## src/rtl/qam_pkg.sv

```systemverilog
// qam_pkg: shared types and helpers for the QAM transmitter datapath.
//   SYM_W     - bits per QPSK symbol
//   state_t   - burst FSM states {IDLE, BURST}
//   iq_t      - raw 32-bit I/Q pair returned by map_qpsk
//   map_qpsk  - Gray mapping of a 2-bit symbol to +/-amp, truncated to width bits
package qam_pkg;

  localparam int SYM_W = 2;

  typedef enum logic {
    IDLE  = 1'b0,
    BURST = 1'b1
  } state_t;

  typedef struct packed {
    logic [31:0] i;
    logic [31:0] q;
  } iq_t;

  // Bit 1 selects the I sign, bit 0 the Q sign; a set bit means negative.
  // Results are masked to width bits so callers can slice the low bits directly.
  function automatic iq_t map_qpsk(input logic [SYM_W-1:0] sym, input int amp, input int width);
    iq_t r;
    int  mask;
    mask = (width >= 32) ? -1 : ((1 << width) - 1);
    r.i  = (sym[1] ? -amp : amp) & mask;
    r.q  = (sym[0] ? -amp : amp) & mask;
    return r;
  endfunction

endpackage

```

## src/rtl/qpsk_mapper_if.sv

```systemverilog
// qpsk_mapper_if: symbol-in / sample-out bundle of the QPSK mapper.
//   en        - bit strobe shared with the upstream S/P stage
//   sym_in    - parallel symbol, [1] first serial bit
//   out_valid - I/Q sample valid
//   out_i/q   - signed WIDTH-bit samples
//   out_sos   - start of symbol (non-zero sample of a burst)
//   ovf       - sticky dropped-symbol flag
// master drives en/sym_in; slave (the mapper) drives the outputs.
interface qpsk_mapper_if
  import qam_pkg::*;
#(
  parameter int WIDTH = 8
);
  logic                    en;
  logic        [SYM_W-1:0] sym_in;
  logic                    out_valid;
  logic signed [WIDTH-1:0] out_i;
  logic signed [WIDTH-1:0] out_q;
  logic                    out_sos;
  logic                    ovf;

  modport master (
    output en, sym_in,
    input  out_valid, out_i, out_q, out_sos, ovf
  );

  modport slave (
    input  en, sym_in,
    output out_valid, out_i, out_q, out_sos, ovf
  );
endinterface

```

## src/rtl/qpsk_upsampler.sv

```systemverilog
// qpsk_upsampler: burst generator for the QPSK mapper. Each started symbol yields OSR
// output samples: the mapped I/Q first (o_sos high), then OSR-1 zeros, or repeats of the
// I/Q when QPSK_MAPPER_HOLD_EN is defined. A symbol arriving mid-burst is held in a
// 1-deep buffer; one arriving while the buffer is full is dropped and sets o_ovf (sticky).
//   clk, rst      - clock, asynchronous active-high reset
//   i_start       - symbol capture strobe, i_i/i_q carry its mapped levels
//   o_valid       - sample valid
//   o_i, o_q      - registered samples
//   o_sos         - start-of-symbol
//   o_ovf         - sticky overflow
module qpsk_upsampler
  import qam_pkg::*;
#(
  parameter int WIDTH = 8,
  parameter int OSR   = 2
) (
  input  logic                    clk,
  input  logic                    rst,
  input  logic                    i_start,
  input  logic signed [WIDTH-1:0] i_i,
  input  logic signed [WIDTH-1:0] i_q,
  output logic                    o_valid,
  output logic signed [WIDTH-1:0] o_i,
  output logic signed [WIDTH-1:0] o_q,
  output logic                    o_sos,
  output logic                    o_ovf
);

  localparam int CW = (OSR > 1) ? $clog2(OSR) : 1;
  localparam logic [CW-1:0] LAST = CW'(OSR - 1);

  state_t                  r_state, w_state_nxt;
  logic        [CW-1:0]    r_cnt, w_cnt_nxt;
  logic                    r_buf_full, w_buf_full_nxt;
  logic signed [WIDTH-1:0] r_buf_i, w_buf_i_nxt;
  logic signed [WIDTH-1:0] r_buf_q, w_buf_q_nxt;
  logic                    r_ovf, w_ovf_nxt;
  logic                    r_valid, w_valid_nxt;
  logic                    r_sos, w_sos_nxt;
  logic signed [WIDTH-1:0] r_i, w_i_nxt;
  logic signed [WIDTH-1:0] r_q, w_q_nxt;
  logic                    w_handoff;

  always_comb begin
    w_state_nxt    = r_state;
    w_cnt_nxt      = r_cnt;
    w_buf_full_nxt = r_buf_full;
    w_buf_i_nxt    = r_buf_i;
    w_buf_q_nxt    = r_buf_q;
    w_ovf_nxt      = r_ovf;
    w_valid_nxt    = 1'b0;
    w_sos_nxt      = 1'b0;
    w_i_nxt        = '0;
    w_q_nxt        = '0;
    // IDLE behaves like the handoff of an empty buffer; the buffer is never full in IDLE.
    w_handoff      = (r_state == IDLE) || (r_cnt == LAST);

    if (w_handoff) begin
      if (r_buf_full || i_start) begin
        w_valid_nxt = 1'b1;
        w_sos_nxt   = 1'b1;
        w_cnt_nxt   = '0;
        if (OSR > 1) begin
          w_state_nxt = BURST;
        end else begin
          w_state_nxt = IDLE;
        end
        if (r_buf_full) begin
          // Buffered symbol goes first; a simultaneous capture refills the buffer.
          w_i_nxt        = r_buf_i;
          w_q_nxt        = r_buf_q;
          w_buf_full_nxt = i_start;
          if (i_start) begin
            w_buf_i_nxt = i_i;
            w_buf_q_nxt = i_q;
          end
        end else begin
          w_i_nxt = i_i;
          w_q_nxt = i_q;
        end
      end else begin
        w_state_nxt = IDLE;
        w_cnt_nxt   = '0;
      end
    end else begin
      w_cnt_nxt   = r_cnt + CW'(1);
      w_valid_nxt = 1'b1;
`ifdef QPSK_MAPPER_HOLD_EN
      w_i_nxt     = r_i;
      w_q_nxt     = r_q;
`endif
      if (i_start) begin
        if (r_buf_full) begin
          w_ovf_nxt = 1'b1;
        end else begin
          w_buf_full_nxt = 1'b1;
          w_buf_i_nxt    = i_i;
          w_buf_q_nxt    = i_q;
        end
      end
    end
  end

  always_ff @(posedge clk or posedge rst) begin
    if (rst) begin
      r_state    <= IDLE;
      r_cnt      <= '0;
      r_buf_full <= 1'b0;
      r_buf_i    <= '0;
      r_buf_q    <= '0;
      r_ovf      <= 1'b0;
      r_valid    <= 1'b0;
      r_sos      <= 1'b0;
      r_i        <= '0;
      r_q        <= '0;
    end else begin
      r_state    <= w_state_nxt;
      r_cnt      <= w_cnt_nxt;
      r_buf_full <= w_buf_full_nxt;
      r_buf_i    <= w_buf_i_nxt;
      r_buf_q    <= w_buf_q_nxt;
      r_ovf      <= w_ovf_nxt;
      r_valid    <= w_valid_nxt;
      r_sos      <= w_sos_nxt;
      r_i        <= w_i_nxt;
      r_q        <= w_q_nxt;
    end
  end

  assign o_valid = r_valid;
  assign o_i     = r_i;
  assign o_q     = r_q;
  assign o_sos   = r_sos;
  assign o_ovf   = r_ovf;

endmodule

```

## src/rtl/qpsk_mapper.sv

```systemverilog
// qpsk_mapper: QPSK Gray mapper with OSR-times upsampling, placed after the 2-bit S/P stage.
// Tracks the bit-pair phase from the shared strobe en, captures each completed symbol one
// edge after its second bit, maps it to +/-AMP and hands it to qpsk_upsampler.
//   clk, rst - clock, asynchronous active-high reset
//   bus      - qpsk_mapper_if slave: en/sym_in in; out_valid/out_i/out_q/out_sos/ovf out
// Build option: define QPSK_MAPPER_HOLD_EN for sample-and-hold instead of zero insertion.
module qpsk_mapper
  import qam_pkg::*;
#(
  parameter int WIDTH = 8,
  parameter int AMP   = 64,
  parameter int OSR   = 2
) (
  input  logic          clk,
  input  logic          rst,
  qpsk_mapper_if.slave  bus
);

  logic                    r_phase;
  logic                    r_sym_rdy;
  iq_t                     w_iq;
  logic signed [WIDTH-1:0] w_i;
  logic signed [WIDTH-1:0] w_q;
  logic                    w_valid;
  logic signed [WIDTH-1:0] w_out_i;
  logic signed [WIDTH-1:0] w_out_q;
  logic                    w_sos;
  logic                    w_ovf;

  // r_phase mirrors the upstream swap register; r_sym_rdy pulses one edge after the
  // second bit of a pair, when sym_in has become valid.
  always_ff @(posedge clk or posedge rst) begin
    if (rst) begin
      r_phase   <= 1'b0;
      r_sym_rdy <= 1'b0;
    end else begin
      if (bus.en) begin
        r_phase <= ~r_phase;
      end
      r_sym_rdy <= bus.en & r_phase;
    end
  end

  assign w_iq = map_qpsk(bus.sym_in, AMP, WIDTH);
  assign w_i  = w_iq.i[WIDTH-1:0];
  assign w_q  = w_iq.q[WIDTH-1:0];

  if (WIDTH < 32) begin : g_iq_upper
    logic w_unused_iq;
    assign w_unused_iq = ^{w_iq.i[31:WIDTH], w_iq.q[31:WIDTH]};
  end

  qpsk_upsampler #(
    .WIDTH (WIDTH),
    .OSR   (OSR)
  ) u_upsampler (
    .clk     (clk),
    .rst     (rst),
    .i_start (r_sym_rdy),
    .i_i     (w_i),
    .i_q     (w_q),
    .o_valid (w_valid),
    .o_i     (w_out_i),
    .o_q     (w_out_q),
    .o_sos   (w_sos),
    .o_ovf   (w_ovf)
  );

  assign bus.out_valid = w_valid;
  assign bus.out_i     = w_out_i;
  assign bus.out_q     = w_out_q;
  assign bus.out_sos   = w_sos;
  assign bus.ovf       = w_ovf;

endmodule

```

## src/flat_wrapper.sv

```systemverilog
// flat-port wrapper written by rule: the top's interface ports become plain ports
module qpsk_mapper_flat import qam_pkg::*;
#(
  parameter int WIDTH = 8,
  parameter int AMP   = 64,
  parameter int OSR   = 2
)
  (clk, rst, bus_en, bus_sym_in, bus_out_valid, bus_out_i, bus_out_q, bus_out_sos, bus_ovf);
  qpsk_mapper_if #(.WIDTH(WIDTH)) bus_i ();
  input  logic clk;
  input  logic rst;
  input wire logic [$bits(bus_i.en)-1:0] bus_en;
  input wire logic [$bits(bus_i.sym_in)-1:0] bus_sym_in;
  output wire logic [$bits(bus_i.out_valid)-1:0] bus_out_valid;
  output wire logic [$bits(bus_i.out_i)-1:0] bus_out_i;
  output wire logic [$bits(bus_i.out_q)-1:0] bus_out_q;
  output wire logic [$bits(bus_i.out_sos)-1:0] bus_out_sos;
  output wire logic [$bits(bus_i.ovf)-1:0] bus_ovf;
  assign bus_i.en = bus_en;
  assign bus_i.sym_in = bus_sym_in;
  assign bus_out_valid = bus_i.out_valid;
  assign bus_out_i = bus_i.out_i;
  assign bus_out_q = bus_i.out_q;
  assign bus_out_sos = bus_i.out_sos;
  assign bus_ovf = bus_i.ovf;
  qpsk_mapper #(.WIDTH(WIDTH), .AMP(AMP), .OSR(OSR)) u_core (.clk(clk), .rst(rst), .bus(bus_i));
endmodule
```

## config.mk

```make
export PLATFORM = sky130hd
export DESIGN_NAME = qpsk_mapper_flat
export DESIGN_NICKNAME = d
export VERILOG_FILES = /design/src/rtl/qam_pkg.sv /design/src/rtl/qpsk_mapper_if.sv /design/src/rtl/qpsk_upsampler.sv /design/src/rtl/qpsk_mapper.sv /design/src/flat_wrapper.sv
export SDC_FILE = /design/constraint.sdc
export NUM_CORES = 1
export LEC_CHECK = 0
export BUFFER_PORTS_ARGS = -buffer_cell sky130_fd_sc_hd__buf_4
export CELL_PAD_IN_SITES_DETAIL_PLACEMENT = 1
export CELL_PAD_IN_SITES_GLOBAL_PLACEMENT = 2
export CORE_UTILIZATION = 39
export DETAILED_ROUTE_END_ITERATION = 7
export GPL_TIMING_DRIVEN = 0
export HOLD_SLACK_MARGIN = 0.03
export PLACE_DENSITY = 0.86
export REMOVE_ABC_BUFFERS = 1
export SETUP_SLACK_MARGIN = 0.2
export SYNTH_ARGS = -nofsm -noshare
export SYNTH_HDL_FRONTEND = slang
export SYNTH_SLANG_ARGS = --single-unit
```

## constraint.sdc

```tcl
create_clock -name clk -period 2.2 [get_ports clk]
set_input_delay 0.44 -clock clk [delete_from_list [all_inputs] [get_ports clk]]
set_output_delay 0.44 -clock clk [all_outputs]
set_load 0.005 [all_outputs]
```

After elaboration in Yosys (flattened, before gate mapping)
Cells that the tools add are included.

operators by class
  $add $sub $neg = 1
  equal/unequal tests = 3
  multiplexer cells = 26
  bitwise logic cells = 4
  reductions and logical operators = 6

operator list
  kind                   count
  $mux W8                18
  $mux W1                8
  $ne A2 B1 Y1 const B   2
  $reduce_and A4 Y1      1
  $not A1 Y1             3
  $reduce_and A3 Y1      1
  $logic_or A1 B1 Y1     2
  $ne A2 B2 Y1 const B   1
  $reduce_and A2 Y1      1
  $reduce_bool A2 Y1     1
  $add A1 B1 Y1 const B  1
  $and A1 B1 Y1          1

storage, ports and cells
  register bits = 40
  bits of input ports = 5
  output and inout bits = 19
  word-level logic and storage cells = 52

Longest topological paths before layout
Gate-level depths: netlist of the first run.

  word-level depth = 5
  depth in mapped cells = 5
  mapped depth without buffers = 4

By module
From an unflattened synthesis of the first run, not the netlist that was laid out.

unflattened totals
  cell total of the unflattened synthesis = 127
  area total of the unflattened synthesis = 1627.8 um2

modules (own cells, without submodules)
  module          times used  cells each  area an instance (um2)  seq. area each (um2)
  qpsk_upsampler  1           120         1550.2                  950.9
  qpsk_mapper     1           7           77.6                    50.0

Worst setup path before layout of the first run
Ideal clock, no wire load.

  path kind = register to register
  from = register u_core.u_upsampler.r_cnt
  to = register u_core.u_upsampler.r_buf_i[7]
  library setup time = 0.125 ns
  arrival time = 1.200 ns
  data required time = 2.075 ns
  path slack = 0.875 ns
  stages on the path, launching flop included = 5
  path buffers = 0
  period minus slack after synthesis = 1.325 ns
  cells stage by stage = dfrtp_1 -> nand2b_4 -> clkinv_4 -> mux2i_4 -> mux2_2

between the ends
  word-level cells in the longest chain between the ends = 3
  elaborated cells between the ends (all ways) = 6
  those cells by class = eq/ne: 2; mux: 1; reduce/logical: 3

RTL lines
  what                                                  line                   source
  from (decl)                                           qpsk_upsampler.sv:33   logic [CW-1:0] r_cnt, w_cnt_nxt;
  from (signal assigned)                                qpsk_upsampler.sv:118  r_cnt <= w_cnt_nxt;
  $logic_or A1 B1 Y1 (*)                                qpsk_upsampler.sv:56   w_handoff = (r_state == IDLE) || (r_cnt == LAST);
  $ne A2 B2 Y1 (no line), or another cell as far along  --
  $reduce_and A4 Y1 (no line)                           --
  to (signal assigned)                                  qpsk_upsampler.sv:120  r_buf_i <= w_buf_i_nxt;
  to (decl)                                             qpsk_upsampler.sv:35   logic signed [WIDTH-1:0] r_buf_i, w_buf_i_nxt;

Every way passes the cells marked *; elsewhere a longest branch is shown, timed or not.
A chain may end at the register's enable or synchronous reset.

Final worst setup path of the first run
  from = register u_core.u_upsampler.r_buf_full
  to = register u_core.u_upsampler.r_buf_i[7]

between the ends
  word-level cells in the longest chain between the ends = 3
  elaborated cells between the ends (all ways) = 8
  those cells by class = eq/ne: 3; mux: 3; reduce/logical: 2

RTL lines
  what                                                           line                   source
  from (decl)                                                    qpsk_upsampler.sv:34   logic r_buf_full, w_buf_full_nxt;
  from (signal assigned)                                         qpsk_upsampler.sv:119  r_buf_full <= w_buf_full_nxt;
  $logic_or A1 B1 Y1 / $mux W8 (equally long branches)           --
  $ne A2 B1 Y1 (no line) / $mux W8 (equally long branches)       --
  $reduce_and A4 Y1 (no line) / $mux W8 (equally long branches)  --

Several ways; a longest one is shown, not always the timed one. The select of a mux whose other input is x is not followed.

==> results of run 1 <==
-- path summary, 6_finish.rpt --
kind                                                  to  cells after the start                     startpoint
max                        u_core.u_upsampler.r_buf_i[7]                      3  u_core.u_upsampler.r_buf_full
min                                       u_core.r_phase                      2                         bus_en
max reg2reg                u_core.u_upsampler.r_buf_i[7]                      3  u_core.u_upsampler.r_buf_full
min reg2reg                               u_core.r_phase                      1                 u_core.r_phase
max in group asynchronous  u_core.u_upsampler.r_buf_full                      3                            rst
min in group asynchronous  u_core.u_upsampler.r_buf_q[2]                      2                            rst
-- worst max-delay path: cells and delay by family (launching register included) --
kind / cells / cell delay [ns]
and+or+nand+nor: 1 / 0.26
DFF: 1 / 0.55
muxes: 2 / 0.81
-- flip-flops by register name (all words and copies together), names as in the netlist --
| name | flops |
|---|---|
| u_core.r_sym_rdy | 1 |
| u_core.u_upsampler.o_ovf | 1 |
| u_core.r_phase | 1 |
| u_core.u_upsampler.r_cnt | 1 |
| u_core.u_upsampler.o_valid | 1 |
| u_core.u_upsampler.r_buf_i | 8 |
| u_core.u_upsampler.o_sos | 1 |
| u_core.u_upsampler.r_buf_q | 8 |
| u_core.u_upsampler.r_state | 1 |
| u_core.u_upsampler.r_buf_full | 1 |
| u_core.u_upsampler.o_i | 8 |
| u_core.u_upsampler.o_q | 8 |
-- routing by layer --
layer / up-vias / wire length (µm)
met5: - / 0
met1: 395 / 950
met2: 20 / 1040
met3: 4 / 120
met4: 0 / 39
li1: 357 / -
-- cell usage in the layout (no fill, tap or decap) --
cell / n
nand2_1: 5
a21oi_1: 2
maj3_1: 1
bufinv_16: 1
buf_16: 1
mux2i_4: 1
and3_1: 12
clkinvlp_4: 1
or2_1: 2
nand2b_4: 1
o21bai_1: 1
nor2b_1: 9
clkinv_2: 1
mux2_2: 2
and2b_1: 4
and2_1: 1
buf_4: 23
dfrtp_1: 39
dfrtp_2: 1
inv_1: 1
a22oi_1: 2
nand2b_1: 1
clkinv_4: 1
nor2_1: 4
clkbuf_4: 5
xor2_1: 1
-- kinds of logic (layout without fill, tap and decap cells) --
family	Yosys count	after routing	share of synthesized area (%)
buffers and inverters	6	34	2.65
AO/OA/AOI/OAI	5	5	2.38
AND/OR/NAND/NOR	39	39	17.1
flip-flops	40	40	73.2
adder cells (fa/ha/maj)	1	1	0.732
multiplexers	3	3	3.29
XOR/XNOR	1	1	0.641
-- where the power goes --
group / switching [W] / total (W) / leakage (nW) / internal [W]
clock network: 0.000243 / 0.000480 / 0.0412 / 0.000237
logic: 0.000199 / 0.000381 / 0.333 / 0.000182
registers: 0.0000781 / 0.000925 / 0.525 / 0.000847
-- timing repair --
item	4_1_cts	5_1_grt
hold buffers	0	0
endpoints found under the setup margin	0	2
setup buffers	0	0
resized for setup	0	1
hold endpoints to repair	0	0
-- metrics by stage --
step                      setup WS, ns  power [W]
final                            0.483    0.00179
after CTS                        0.277    0.00182
after detailed placement         0.298    0.00133
after global placement           0.387    0.00131
after floorplan                  0.661    0.00116
after global routing             0.380    0.00190
-- layout make-up --
cell class / count / area, µm² / share of cell area (%)
Multi-Input combinational cell: 49 / 330 / 19.6
Inverter: 2 / 12.5 / 0.743
Tap cell: 46 / 57.6 / 3.42
Clock buffer: 5 / 37.5 / 2.23
Sequential cell: 40 / 1000 / 59.6
Timing Repair Buffer: 24 / 200 / 11.9
Clock inverter: 3 / 42.5 / 2.53
==> metrics.yaml, run 1 <==
outcome:
  status: "completed"
global_routing:
  grt_use_met1_pct: 17.6
  gr-usage-all-layers_pct: 14.6
  use_met2_pct: 22.2
  gr-max-usage-layer: "met2"
  overflow: 0
  grt_pass1_wl_mm: 3.69
  grt_pass1_vias: 782
  use_met3_pct: 6.30
  grt_antenna_before_repair: 0
  grt_max_degree: 24
worst_setup_path:
  critPathKind: "flop to flop"
  critPathRequiredTime_ns: 2.44
  worstPathArrival_ns: 1.96
  critPathMaxStageDelay_ns: 0.55
  start_kind: "flop"
  worstPathCellList: "nand2b_1 > mux2i_4 > mux2_2"
  reg2reg_slack_ns: 0.48
  end_kind: "flop"
  slowest_stage: "dfrtp_2"
  cp_max_fo: 21
die:
  rows: 21
  io_pins: 24
  initial_utilization_pct: 41.0
  core-area_mm2: 0.00334
  fp.dieW_um: 61.2
  fp.dieH_um: 61.2
  die_area_mm2: 0.00375
synth:
  synth-async-reset-ratio_pct: 100
  synth_edf_count: 0
  synth_seq_cells: 40
  synth.distinct_cells: 22
  synth_top_area_cell: "dfrtp_1"
  synth_common_cells: "dfrtp_1, and3_1, nor2b_1, nand2_1"
  ys.flop_type: "dfrtp_1"
  syn_inst: 95
  yosysWarnings: 0
  synth.avg_cell_area_um2: 14.4
  synth_seq_area_share_pct: 73.2
  synth_area_mm2: 0.00137
  synth_top_area_share_pct: 73.2
  synth.most_common_cell: "dfrtp_1"
  synth_area_leaders: "dfrtp_1, and3_1, nor2b_1, and2b_1, mux2_2"
clocking:
  cts_sinks: 40
  cts_buffers: 5
  clock-root-buffer: "clkbuf_4"
  cts_tree: "yes"
  htreeDepth: 2
  clk_pin_slew_ns: 0.12
  clockBufferDepth: 2
  clk_latency_ns: 0.35
sta:
  period_share_pct: 78.1
  max_freq_mhz: 582
  setup_tns_ns: 0
  finalCriticalPeriod_ns: 1.72
  hold_violations: 0
  tightest_slew_ns: 0.911
  clock_skew_ns: 0.00922
  maxSlewViolCount: 0
  setup_viol: 0
  finalHoldWorstSlack_ns: 0.259
  rsz0062_at_grt: "no"
  timing.slew.headroom_pct: 39.2
flow_run:
  max-cap-violations: 0
cells_and_area:
  antenna_cells: 0
  fin_util_pct: 50.4
  fin_nets: 127
  fin_cells: 169
  fill_cells: 345
  drive_above_1_share_pct: 30.9
  syn_to_final_growth_pct: 23.1
  stdcell_area_mm2: 0.00168
routing:
  drtIter0Drc: 12
  drc: 0
  vias: 776
  postRouteWirelength_mm: 2.15
  wl_per_cell_um: 12.7
  vias_per_cell: 4.59
  dr.pass1.iters: 2
  postRouteAntennaNets: 0
power:
  leakage_nw: 0.900
  power_density_mw_per_mm2: 1060
  peakVddDrop_mv: 0.575
place:
  place_congestion: 0.621
  port_buffers: 23
  place_inst: 161
  hpwl_mm: 1.42
  dpl_cell_area_mm2: 0.00160
min_path:
  hold_class: "primary input to flop"
Power figures use the tool's default switching activity.
==> run 2, diff against run 1 <==
Settings changed: ABC_AREA set to 1, CORE_UTILIZATION 39 to 35, PLACE_DENSITY 0.86 to 0.82.
Clock period 2.2 ns to 1.75 ns, I/O delays scaled along.
==> run 2 against run 1 <==
Combinational power grew 33%. Synthesized area up 3.3%. Sequential power rose by 25%. Wire length is 18% higher. Total power rose by 34%. Die area is 15% higher. Critical endpoint unchanged. Largest cell class unchanged.
==> metrics.yaml, run 2 <==
outcome:
  status: "completed"
cells_and_area:
  seq_area_mm2: 0.00100  # unchanged
  multiInputGateArea_um2: 285  # -14%
  fin_util_pct: 45.3  # -5.2 points
  syn_to_final_growth_pct: 20.8
  drive_above_1_share_pct: 30.6  # -0.28 points
  final_common_cell: "dfrtp_1"
  fin_nets: 151  # +19%
  fill_cells: 408  # +18%
  most-common-layout-cells: "dfrtp_1, buf_4, inv_1, nand2_1, nor2_1"
  antenna_cells: 0  # unchanged
power:
  leakage_nw: 0.874  # -2.8%
  power_density_mw_per_mm2: 1410  # +33%
  peakVddDrop_mv: 0.632  # +10%
routing:
  vias: 882  # +14%
  postRouteWirelength_mm: 2.53  # +18%
  drtIter0Drc: 23  # +11
  vias_per_cell: 4.52  # -1.5%
  drc: 0  # unchanged
  wl_met2_mm: 1.31  # +25%
  postRouteAntennaNets: 0  # unchanged
  wl_met1_mm: 1.06  # +12%
  wl_per_cell_um: 13.0  # +1.9%
  wl_met3_um: 116  # -3.3%
  dr.pass1.iters: 2  # unchanged
  top_layer: "met4"
sta:
  setup_tns_ns: 0  # unchanged
  hold_violations: 0  # unchanged
  max_freq_mhz: 704  # +21%
  period_share_pct: 81.1  # +3.1 points
  setup_viol: 0  # unchanged
  timing.slew.headroom_pct: 46.9  # +7.7 points
  rsz0062_at_grt: "no"
  tightest_slew_ns: 0.796  # -0.115 ns
  finalCriticalPeriod_ns: 1.42  # -0.297 ns
  clock_skew_ns: 0.00279  # -0.00642 ns
  maxSlewViolCount: 0  # unchanged
synth:
  synth-async-reset-ratio_pct: 100  # unchanged
  synth_edf_count: 0  # unchanged
  yosysWarnings: 0  # unchanged
  synth.distinct_cells: 15  # -32%
  synth_seq_cells: 40  # unchanged
  synth_top_area_cell: "dfrtp_1"
  synth_common_cells: "dfrtp_1, inv_1, nand2_1, nor2_1, a21oi_1"
  ys.flop_type: "dfrtp_1"
  synth.most_common_cell: "dfrtp_1"
  synth_area_leaders: "dfrtp_1, inv_1, nand2_1, a21oi_1, nor2_1"
  synth_seq_area_share_pct: 70.9  # -2.3 points
  synth.avg_cell_area_um2: 11.8  # -18%
  syn_inst: 120  # +26%
  synth_top_area_share_pct: 70.9  # -2.3 points
  synth_area_mm2: 0.00141  # +3.3%
global_routing:
  grt_pass1_vias: 988  # +26%
  grt_antenna_before_repair: 0  # unchanged
  grt_max_degree: 41  # +71%
  gr-usage-all-layers_pct: 14.5  # -0.061 points
  overflow: 0  # unchanged
  grt_pass1_wl_mm: 4.50  # +22%
worst_setup_path:
  end_kind: "flop"
  worstPathArrival_ns: 1.61  # -0.35 ns
  critPathKind: "flop to flop"
  cp_max_fo: 15  # -29%
  critPathRequiredTime_ns: 1.94  # -0.50 ns
  start_kind: "flop"
clocking:
  clock-root-buffer: "clkbuf_8"
  cts_sinks: 40  # unchanged
  cts_buffers: 5  # unchanged
  cts_tree: "yes"
  clockBufferDepth: 2  # unchanged
  post_cts_resized: 1  # +1
  htreeDepth: 2  # unchanged
  clk_pin_slew_ns: 0.07  # -0.05 ns
  hold_buffers: 0  # unchanged
  clk_latency_ns: 0.29  # -0.06 ns
  postCtsSetupRepairBufs: 0  # unchanged
die:
  initial_utilization_pct: 37.5  # -3.5 points
  io_pins: 24  # unchanged
  core-area_mm2: 0.00377  # +13%
  rows: 22  # +4.8%
  die_area_mm2: 0.00429  # +15%
  fp.dieW_um: 65.5  # +7.0%
  fp.dieH_um: 65.5  # +7.0%
flow_run:
  max-cap-violations: 0  # unchanged
min_path:
  hold_class: "primary input to async pin"
place:
  port_buffers: 23  # unchanged
  hpwl_mm: 1.70  # +19%
  place_congestion: 0.711  # +14%
## run 2: cell types whose count changed in the layout (fill, tap and decap cells not counted), moves of 4 or more
cell,delta
inv_1,+19
and3_1,-12
nand2_1,+10
a21oi_1,+9
nor2b_1,-9
nor2_1,+8
a21oi_2,+5
clkbuf_4,-5
clkbuf_8,+5
and2b_1,-4
nand3_1,+4
## run 2: final cells by class
cell class | count | share of cell area [%]
flip-flops and latches | 40 | 58.7
multi-input cells | 55 | 16.7
repair buffers | 23 | 10.1
inverters | 21 | 4.62
clock buffers | 6 | 4.25
well taps | 48 | 3.52
clock inverters | 2 | 2.05
## run 2: worst max-delay path, stage by stage, from the launching register on
cell	delay, ns
dfrtp_2	0.51
nand2_1	0.15
nand2_2	0.32
nand2_1	0.19
nand2_1	0.10
nand2_1	0.05
## run 2: cells by family (layout without fill, tap and decap cells)
family          count (synthesis)  in the layout  share of synthesized area [%]
flops                          40             40                           70.9
simple gates                   37             37                           12.0
buf+inv                        25             52                           8.95
compound gates                 18             18                           8.24
## run 2: layer usage
metal | global-route usage (%) | up-vias
li1 | - | 410
met1 | 16.3 | 446
met2 | 24.2 | 20
met3 | 4.17 | 6
met4 | 8.97 | 0
met5 | 0 | -
## run 2: metrics by stage
stage	instance area (µm²)	hold slack, ns	std cells	setup WS (ns)	total power (W)
6_report	1710	0.209	195	0.330	0.00240
3_5_place_dp	1600	0.444	187	0.186	0.00170
4_1_cts	1710	0.254	195	0.327	0.00244
5_1_grt	1710	0.285	195	0.246	0.00254
3_3_place_gp	1600	0.437	187	0.0110	0.00167
2_1_floorplan	1370	0.423	116	0.482	0.00146
## run 2: final timing paths
kind                                                from                       endpoint  slack (ns)  cells after the start
max                        u_core.u_upsampler.r_buf_full  u_core.u_upsampler.r_buf_i[7]        0.33                      5
min                                                  rst      u_core.u_upsampler.o_q[2]        0.21                      2
max reg2reg                u_core.u_upsampler.r_buf_full  u_core.u_upsampler.r_buf_i[7]        0.33                      5
min reg2reg                u_core.u_upsampler.r_buf_i[6]  u_core.u_upsampler.r_buf_i[6]        0.46                      2
max in group asynchronous                            rst  u_core.u_upsampler.r_buf_full        0.99                      2
min in group clk                                  bus_en                 u_core.r_phase        0.29                      3
## run 2: where the power goes
| group | switching [W] | leakage, nW | internal (W) |
|---|---|---|---|
| combinational | 0.000321 | 0.294 | 0.000184 |
| sequential | 0.000102 | 0.525 | 0.00106 |
| clock | 0.000313 | 0.0552 | 0.000423 |
| total | 0.000736 | 0.874 | 0.00167 |
==> run 3, diff against run 2 <==
Settings changed: CORE_UTILIZATION 35 to 32, PLACE_DENSITY 0.82 to 0.79.
Clock period 1.75 ns to 1.3 ns, I/O delays scaled along.
==> run 3 against run 2 <==
Final cell count rose by 5.6%. Non-clock buffer count rose by 7. Via count rose by 4.1%. Largest cell class unchanged. Clock power rose by 16%. Sequential share of layout area fell by 4.5 points.
==> metrics.yaml, run 3 (synthesis results as in run 2) <==
outcome:
  status: "completed"
clocking:
  clk_pin_slew_ns: 0.08  # about the same
  hold_buffers: 0  # unchanged
  cts_buffers: 5  # unchanged
  htreeDepth: 2  # unchanged
  clock-root-buffer: "clkbuf_8"
  clk_latency_ns: 0.29  # about the same
  cts_tree: "yes"
  clockBufferDepth: 2  # unchanged
  cts_sinks: 40  # unchanged
worst_setup_path:
  end_kind: "primary output"
  start_kind: "flop"
  worstPathArrival_ns: 0.81  # -0.80 ns
  reg2reg_slack_ns: 0.24  # -0.09 ns
  r2r-end: "u_core.u_upsampler.r_buf_q[1]"
  critPathRequiredTime_ns: 1.04  # -0.90 ns
  rr_worst_depth: 5  # unchanged
  path_delay_family: "flip-flops"
  critPathMaxStageDelay_ns: 0.40  # -0.11 ns
  r2r-start: "u_core.u_upsampler.r_cnt"
  worstPathCellList: "buf_6"
  path_buf_inv: 1  # +1
  slowest_stage: "dfrtp_1"
  critPathKind: "flop to primary output"
  cp_max_fo: 1  # -14
cells_and_area:
  fill_cells: 458  # +12%
  final_common_cell: "dfrtp_1"
  antenna_cells: 0  # unchanged
  stdcell_area_mm2: 0.00185  # +8.5%
  fin_nets: 160  # +6.0%
  fin_util_pct: 45.0  # -0.26 points
  syn_to_final_growth_pct: 31.1
  drive_above_1_share_pct: 42.3  # +12 points
  most-common-layout-cells: "dfrtp_1, buf_4, inv_1, nand2_1, nor2_1"
power:
  leakage_nw: 0.918  # +5.0%
  power_density_mw_per_mm2: 1940  # +38%
  peakVddDrop_mv: 1.08  # +71%
  power_switching_w: 0.00123  # +67%
  combPwrFrac_pct: 33.3  # +12 points
  clkPwrFrac_pct: 23.7  # -6.9 points
  p_int_w: 0.00236  # +42%
  pwr-share-seq_pct: 43.0  # -5.3 points
  switching_share_pct: 34.3  # +3.6 points
  total_power_w: 0.00359  # +49%
die:
  fp.dieH_um: 68.4  # +4.4%
  io_pins: 24  # unchanged
  die_area_mm2: 0.00468  # +9.1%
  fp.dieW_um: 68.4  # +4.4%
  core-area_mm2: 0.00412  # +9.1%
  initial_utilization_pct: 34.3  # -3.1 points
  rows: 23  # +4.5%
global_routing:
  grt_pass1_vias: 988  # unchanged
  grt_antenna_before_repair: 0  # unchanged
  gr-usage-all-layers_pct: 14.6  # +0.053 points
  overflow: 0  # unchanged
  grt_max_degree: 41  # unchanged
  grt_pass1_wl_mm: 4.72  # +4.9%
sta:
  setup_viol: 0  # unchanged
  rsz0062_at_grt: "yes"
  clock_skew_ns: 0.00868  # +0.00589 ns
  max_freq_mhz: 936
  setup_slack_ns: 0.232  # -0.0984 ns
  hold_violations: 0  # unchanged
  period_share_pct: 82.2
  timing.slew.headroom_pct: 45.4  # -1.5 points
  maxSlewViolCount: 0  # unchanged
  setup_tns_ns: 0  # unchanged
  tightest_slew_ns: 0.818  # +0.0222 ns
  finalCriticalPeriod_ns: 1.07
routing:
  vias: 918  # +4.1%
  drc: 0  # unchanged
  postRouteWirelength_mm: 2.85  # +13%
  postRouteAntennaNets: 0  # unchanged
  wl_per_cell_um: 13.8  # +6.6%
  drtIter0Drc: 68  # +200%
  dr.pass1.iters: 4  # +2
  vias_per_cell: 4.46  # -1.5%
min_path:
  hold_class: "primary input to async pin"
place:
  dpl_cell_area_mm2: 0.00160  # +0.16%
  hpwl_mm: 1.69  # -0.26%
  dp_slack_ns: -0.289  # -0.475 ns
  place_congestion: 0.727  # +2.2%
  port_buffers: 23  # unchanged
flow_run:
  max-cap-violations: 0  # unchanged
-- run 3: what timing repair did --
item,4_1_cts,5_1_grt
setup endpoints to repair,35,35
setup buffers,6,1
pin swaps,4,6
gates resized for setup,8,12
cloned,1,1
-- run 3: metal layers --
| layer | part of all wire, % | vias up | global-route usage (%) |
|---|---|---|---|
| met2 | 48 | 25 | 22.7 |
| met1 | 46 | 455 | 18.6 |
| met5 | 0 | - | 0 |
| li1 | - | 433 | - |
| met4 | 0.98 | 0 | 5.47 |
| met3 | 5.4 | 5 | 5.17 |
-- run 3: per-stage QoR --
step                      hold WS [ns]  instances
after floorplan                  0.383        116
final                            0.126        206
after CTS                        0.166        204
after global placement           0.436        189
after global routing             0.204        206
after detailed placement         0.444        189
-- run 3: cell type report --
class / instances / area (µm²) / share of cell area [%]
clock buffer: 6 / 82.6 / 4.46
sequential: 40 / 1000 / 54.2
inverter: 21 / 78.8 / 4.26
clock inverter: 2 / 15.0 / 0.811
timing repair buffer: 30 / 249 / 13.4
tap: 50 / 62.6 / 3.38
multi-input combinational: 57 / 360 / 19.5
-- run 3: how the worst max path moves through the flow --
stage	startpoint	end	slack, ns	depth (start not counted)
6_report	u_core.u_upsampler.o_valid	bus_out_valid	0.23	1
3_5_place_dp	u_core.u_upsampler.r_buf_full	u_core.u_upsampler.r_buf_i[7]	-0.29	5
2_1_floorplan	u_core.u_upsampler.r_buf_full	u_core.u_upsampler.r_buf_i[7]	0.07	5
4_1_cts	u_core.u_upsampler.r_state	u_core.u_upsampler.r_buf_i[7]	0.20	6
5_1_grt	u_core.u_upsampler.r_state	u_core.u_upsampler.r_buf_q[7]	0.16	7
3_3_place_gp	rst	u_core.u_upsampler.o_i[4]	-0.34	2
-- run 3: power by group through the flow --
stage / logic, W / clock network, W / registers [W]
floorplan: 0.000406 / 0 / 0.00156
global placement: 0.000673 / 0 / 0.00158
detailed placement: 0.000708 / 0 / 0.00159
CTS: 0.000990 / 0.000880 / 0.00153
global route: 0.00131 / 0.000938 / 0.00156
finish: 0.00120 / 0.000851 / 0.00154
